===== config.mk =====
export PLATFORM = sky130hd
export DESIGN_NAME = uart_rx_8n1
export DESIGN_NICKNAME = d
export VERILOG_FILES = /design/src/rtl/uart_rx_8n1.sv
export SDC_FILE = /design/constraint.sdc
export NUM_CORES = 1
export LEC_CHECK = 0
export CAP_MARGIN = 20
export CORE_ASPECT_RATIO = 0.6
export CORE_MARGIN = 2
export CORE_UTILIZATION = 30
export CTS_CLUSTER_DIAMETER = 50
export DETAILED_ROUTE_END_ITERATION = 10
export GPL_TIMING_DRIVEN = 0
export SETUP_SLACK_MARGIN = 0.15
export SLEW_MARGIN = 20
export SYNTH_ARGS = -nofsm -noshare
export SYNTH_HDL_FRONTEND = slang
export SYNTH_SLANG_ARGS = --single-unit

===== constraint.sdc =====
create_clock -name clk -period 3.3 [get_ports clk]
set_input_delay 0.33 -clock clk [delete_from_list [all_inputs] [get_ports clk]]
set_output_delay 0.33 -clock clk [all_outputs]
set_load 0.005 [all_outputs]

===== src/rtl/uart_rx_8n1.sv =====
// 8N1 UART receiver: synchronised input, mid-bit sampling, held-valid/read handshake.
// Define UART_RX_GLITCH_FILTER_EN to insert a 3-sample majority filter after the synchroniser.
module uart_rx_8n1 #(
    parameter int CLKS_PER_BIT = 1250
) (
    input  logic       clk,
    input  logic       rst_n,
    input  logic       rx,
    output logic [7:0] rxbyte,
    output logic       rxvalid,
    input  logic       rxread,
    output logic       frame_err,
    output logic       overrun,
    output logic       busy
);

    localparam int HALF_BIT = CLKS_PER_BIT / 2;
    localparam int CNT_W    = $clog2(CLKS_PER_BIT);

    localparam logic [CNT_W-1:0] FULL_LOAD = CNT_W'(CLKS_PER_BIT - 1);
    localparam logic [CNT_W-1:0] HALF_LOAD = CNT_W'(HALF_BIT - 1);

    typedef enum logic [2:0] {
        IDLE,
        START,
        DATA,
        STOP,
        BREAK
    } state_t;

    state_t state;
    state_t state_next;

    logic             rx_meta;
    logic             rx_line;
    logic [CNT_W-1:0] baud_cnt;
    logic             baud_done;
    logic [2:0]       bit_idx;
    logic [7:0]       shift;

    logic load_half;
    logic load_full;
    logic sample_bit;
    logic byte_done;
    logic stop_bad;

`ifdef UART_RX_GLITCH_FILTER_EN
    // rx_hist[0] is the second synchroniser stage; the two older samples vote with it.
    logic [2:0] rx_hist;

    always_ff @(posedge clk or negedge rst_n) begin
        if (!rst_n) begin
            rx_meta <= 1'b1;
            rx_hist <= 3'b111;
        end else begin
            rx_meta <= rx;
            rx_hist <= {rx_hist[1:0], rx_meta};
        end
    end

    assign rx_line = (rx_hist[0] & rx_hist[1]) |
                     (rx_hist[0] & rx_hist[2]) |
                     (rx_hist[1] & rx_hist[2]);
`else
    logic rx_s;

    always_ff @(posedge clk or negedge rst_n) begin
        if (!rst_n) begin
            rx_meta <= 1'b1;
            rx_s    <= 1'b1;
        end else begin
            rx_meta <= rx;
            rx_s    <= rx_meta;
        end
    end

    assign rx_line = rx_s;
`endif

    assign baud_done = (baud_cnt == '0);

    always_ff @(posedge clk or negedge rst_n) begin
        if (!rst_n) begin
            state <= IDLE;
        end else begin
            state <= state_next;
        end
    end

    always_comb begin
        state_next = state;
        case (state)
            IDLE:    if (!rx_line) state_next = START;
            START:   if (baud_done) state_next = rx_line ? IDLE : DATA;
            DATA:    if (baud_done && (bit_idx == 3'd7)) state_next = STOP;
            // Leaving at mid-stop leaves half a bit to catch an immediately following start edge.
            STOP:    if (baud_done) state_next = rx_line ? IDLE : BREAK;
            BREAK:   if (rx_line) state_next = IDLE;
            default: state_next = IDLE;
        endcase
    end

    always_comb begin
        busy       = (state != IDLE);
        load_half  = 1'b0;
        load_full  = 1'b0;
        sample_bit = 1'b0;
        byte_done  = 1'b0;
        stop_bad   = 1'b0;
        case (state)
            IDLE:  load_half = !rx_line;
            START: load_full = baud_done && !rx_line;
            DATA: begin
                sample_bit = baud_done;
                load_full  = baud_done;
            end
            STOP: begin
                byte_done = baud_done && rx_line;
                stop_bad  = baud_done && !rx_line;
            end
            default: ;
        endcase
    end

    always_ff @(posedge clk or negedge rst_n) begin
        if (!rst_n) begin
            baud_cnt <= '0;
            bit_idx  <= 3'd0;
            shift    <= 8'h00;
        end else begin
            if (load_half) begin
                baud_cnt <= HALF_LOAD;
            end else if (load_full) begin
                baud_cnt <= FULL_LOAD;
            end else if (!baud_done) begin
                baud_cnt <= baud_cnt - CNT_W'(1);
            end

            if (load_half) begin
                bit_idx <= 3'd0;
            end else if (sample_bit) begin
                bit_idx <= bit_idx + 3'd1;
            end

            if (sample_bit) begin
                shift[bit_idx] <= rx_line;
            end
        end
    end

    // A read in the completion cycle frees the holding register, so the new byte is kept.
    always_ff @(posedge clk or negedge rst_n) begin
        if (!rst_n) begin
            rxbyte    <= 8'h00;
            rxvalid   <= 1'b0;
            overrun   <= 1'b0;
            frame_err <= 1'b0;
        end else begin
            frame_err <= stop_bad;
            if (byte_done) begin
                if (!rxvalid || rxread) begin
                    rxbyte  <= shift;
                    rxvalid <= 1'b1;
                    overrun <= 1'b0;
                end else begin
                    overrun <= 1'b1;
                end
            end else if (rxread && rxvalid) begin
                rxvalid <= 1'b0;
                overrun <= 1'b0;
            end
        end
    end

endmodule


==> out/qor.yml <==
die:
  core_region_area_um2: 5680
  fp.dieArea_um2: 6630
  fp-row-count: 21
  floorplan.initialDensity_pct: 31.6
  chipWidth_um: 104
  die_h_um: 63.9
  ios: 16
power:
  power.static_leakage_uw: 0.00100
  logic_gate_share_of_total_power_pct: 2.9
  p_total_uw: 828
  p_sw_uw: 181
  power_density_nw_per_um2: 382
  p_seq_share_pct: 56.8
  max-vdd-ir-drop_v: 0.000135
  clock_power_share_pct: 40.3
  switching_share_pct: 21.9
  internal-power_uw: 647
yosys:
  synth_enable_flop_cells: 0
  yosys_warnings: 0
  synth_area_leader_cell: "sky130_fd_sc_hd__dfrtp_1"
  synth.distinct_cells: 37
  postSynthAreaPerCell_um2: 11.2
  register_area_share_after_synthesis_pct: 53.2
  netlist_area_um2: 1790
  synth.area.top_cells: "sky130_fd_sc_hd__dfrtp_1, sky130_fd_sc_hd__mux2_2, sky130_fd_sc_hd__dfstp_2, sky130_fd_sc_hd__nor2_1, sky130_fd_sc_hd__nand2_1"
  dominantRegCellSynth: "sky130_fd_sc_hd__dfrtp_1"
  synth_cells: 160
  postSynth.asyncResetShare_pct: 100
  synth_seq_cells: 38
  area_share_of_the_leading_cell_type_in_the_synthesized_netlist_pct: 50.3
  synthesis.nets: 167
job:
  max-cap-violations: 0
global_routing:
  grt_antenna_before_repair: 0
  global_route_wire_length_before_repair_um: 5810
  grt_use_total_pct: 11.6
  largest_net_degree_at_the_start_of_global_routing: 21
  number_of_global_route_vias_before_repair: 1155
  grt.overflow.total: 0
cts:
  cts.htree.levels: 2
  cts_inserted_buffers: 5
  cts.sinks: 38
  cts_post_setup_buffers_inserted: 0
  worst_setup_hold_path_clk_slew_ns: 0.08
  ctsLongestPathBuffers: 2
  cts_tree: "yes"
  worstSkewPairLatency_ns: 0.29
  clockRootBuffer: "sky130_fd_sc_hd__clkbuf_8"
critical_path:
  maximum_fanout_along_the_worst_path: 10
  worstSetupStartpointType: "flop"
  setup.worst_path.end_class: "flop"
  critical_path_class: "reg -> reg"
  crit_arrival_ns: 2.49
  slowest_delay_ns: 0.60
  cp_slowest_cell: "sky130_fd_sc_hd__nor3_1"
  critPathRequiredTime_ns: 3.48
  critical_path.cell_chain: "nor3_1, nand4_1, buf_2, nor4b_1, mux2_2"
sta:
  final_setup_tns_ns: 0
  report.final.slew_viol_count: 0
  finalSetupViolations: 0
  tightest_slew_ns: 0.743
  whs_ns: 0.355
  setup_slack_ns: 0.998
  timing.final.crit_share_pct: 69.8
  rsz0062_at_grt: "no"
  max_freq_ghz: 0.434
  layout_min_cycle_time_ns: 2.30
  slew_headroom_pct: 50.3
  number_of_failing_hold_endpoints_at_the_final_stage: 0
  finalClockSkew_ns: 0.00644
final_layout:
  finalCoreUtilization_pct: 38.2
  layout-drive-gt1-share_pct: 18.9
  layout.cells.most_common_list: "sky130_fd_sc_hd__dfrtp_1, sky130_fd_sc_hd__mux2_2, sky130_fd_sc_hd__clkdlybuf4s50_1"
  final_net_count: 191
  num_antenna_cells: 0
  seq_area_um2: 953
  final_common_cell: "sky130_fd_sc_hd__dfrtp_1"
  synthToLayoutAreaGrowth_pct: 20.9
  multi_input_comb_area_um2: 793
  fillCellCount: 566
drt:
  avgViaCountPerCell: 4.86
  dr_total_vias: 1289
  firstDrtPassIters: 4
  drc_errors: 0
  wire_per_inst_um: 12.9
  drtAntennaViolNets: 0
  drt_wl_total_um: 3410
  first_drt_iteration_drcs: 92
place:
  detailed_place_hpwl_um: 2490
  placement.setup.worst_slack_ns: 1.02
  port_buffers: 15
  place_congestion: 0.877
run_status:
  status: "finished, final reports clean"
min_path:
  hold_path.class: "reg -> reg"
## worst max-delay path: cells and delay by family (launching register included)
| family | cells | cell delay, ns |
|---|---|---|
| simple gates | 3 | 1.14 |
| buf+inv | 1 | 0.26 |
| flops | 1 | 0.42 |
| mux | 1 | 0.37 |
## power by group through the flow
| stage | Sequential (µW) | Combinational [µW] | Clock, µW |
|---|---|---|---|
| after floorplan | 479 | 4.70 | 0 |
| after global placement | 480 | 21.3 | 0 |
| after detailed placement | 480 | 25.0 | 0 |
| final | 470 | 24.3 | 333 |
| after CTS | 470 | 25.8 | 346 |
| after global routing | 471 | 27.6 | 369 |
## cells by family (layout without fill, tap and decap cells)
kind of cell    after synthesis  after routing  synth area share [%]
xor+xnor                      4              4                  1.96
simple gates                 63             63                  20.7
flops                        38             38                  53.2
buf+inv                      10             35                  2.51
mux                          19             19                  11.7
fa+ha+maj                     3              3                  2.10
compound gates               23             23                  7.82
## synthesized netlist by cell type, types with 3 or more instances
master                     instances
sky130_fd_sc_hd__o21ai_0           6
sky130_fd_sc_hd__nor4b_1           4
sky130_fd_sc_hd__nand2b_1          3
sky130_fd_sc_hd__nor4_1            3
sky130_fd_sc_hd__ha_1              3
sky130_fd_sc_hd__xor2_1            4
sky130_fd_sc_hd__a21oi_1           8
sky130_fd_sc_hd__clkbuf_1          5
sky130_fd_sc_hd__mux2_2           16
sky130_fd_sc_hd__o31ai_1           3
sky130_fd_sc_hd__nand2_1          11
sky130_fd_sc_hd__nand3_1           6
sky130_fd_sc_hd__inv_1             3
sky130_fd_sc_hd__nor3_1            5
sky130_fd_sc_hd__dfrtp_1          36
sky130_fd_sc_hd__or3_1             3
sky130_fd_sc_hd__mux2i_1           3
sky130_fd_sc_hd__nor2_1           12
## metrics by stage
step	std cells	cell area (µm²)
CTS	265	2170
global route	265	2170
finish	265	2170
global placement	255	2040
detailed placement	256	2060
floorplan	160	1790
## area by class of cell
cell class              instances  area share, %
flip-flops and latches         38           44.0
inverters                       3          0.520
clock buffers                   7           3.99
plain buffers                   7           1.56
multi-input cells             112           36.6
repair buffers                 17           8.43
well taps                      80           4.62
clock inverters                 1          0.231
## final timing paths
| path | startpoint | to | slack, ns | depth (start not counted) |
|---|---|---|---|---|
| max | baud_cnt[2] | shift[1] | 1.0 | 5 |
| max in group asynchronous | rst_n | state[2] | 2.33 | 3 |
| min in group asynchronous | rst_n | baud_cnt[6] | 0.52 | 2 |
| min reg2reg | rx_meta | rx_line | 0.35 | 0 |
| min | rx_meta | rx_line | 0.35 | 0 |
| max reg2reg | baud_cnt[2] | shift[1] | 1.0 | 5 |
## state kept, by name, summed over array words and instances, names as in the netlist
signal	count
baud_cnt	11
rxbyte	8
shift	8
bit_idx	3
state	3
frame_err	1
overrun	1
rx_line	1
rx_meta	1
rxvalid	1
## routing by layer
| metal | share of wire [%] | global-route usage [%] |
|---|---|---|
| met3 | 7.1 | 3.57 |
| met2 | 36 | 13.8 |
| met1 | 54 | 17.6 |
| met5 | 0 | 0 |
| met4 | 2.6 | 6.59 |
## what timing repair did
action	4_1_cts	5_1_grt
resized for setup	0	0
hold endpoints to repair	3	0
hold buffers	1	0
No activity file was read; power rests on OpenSTA's default activity.
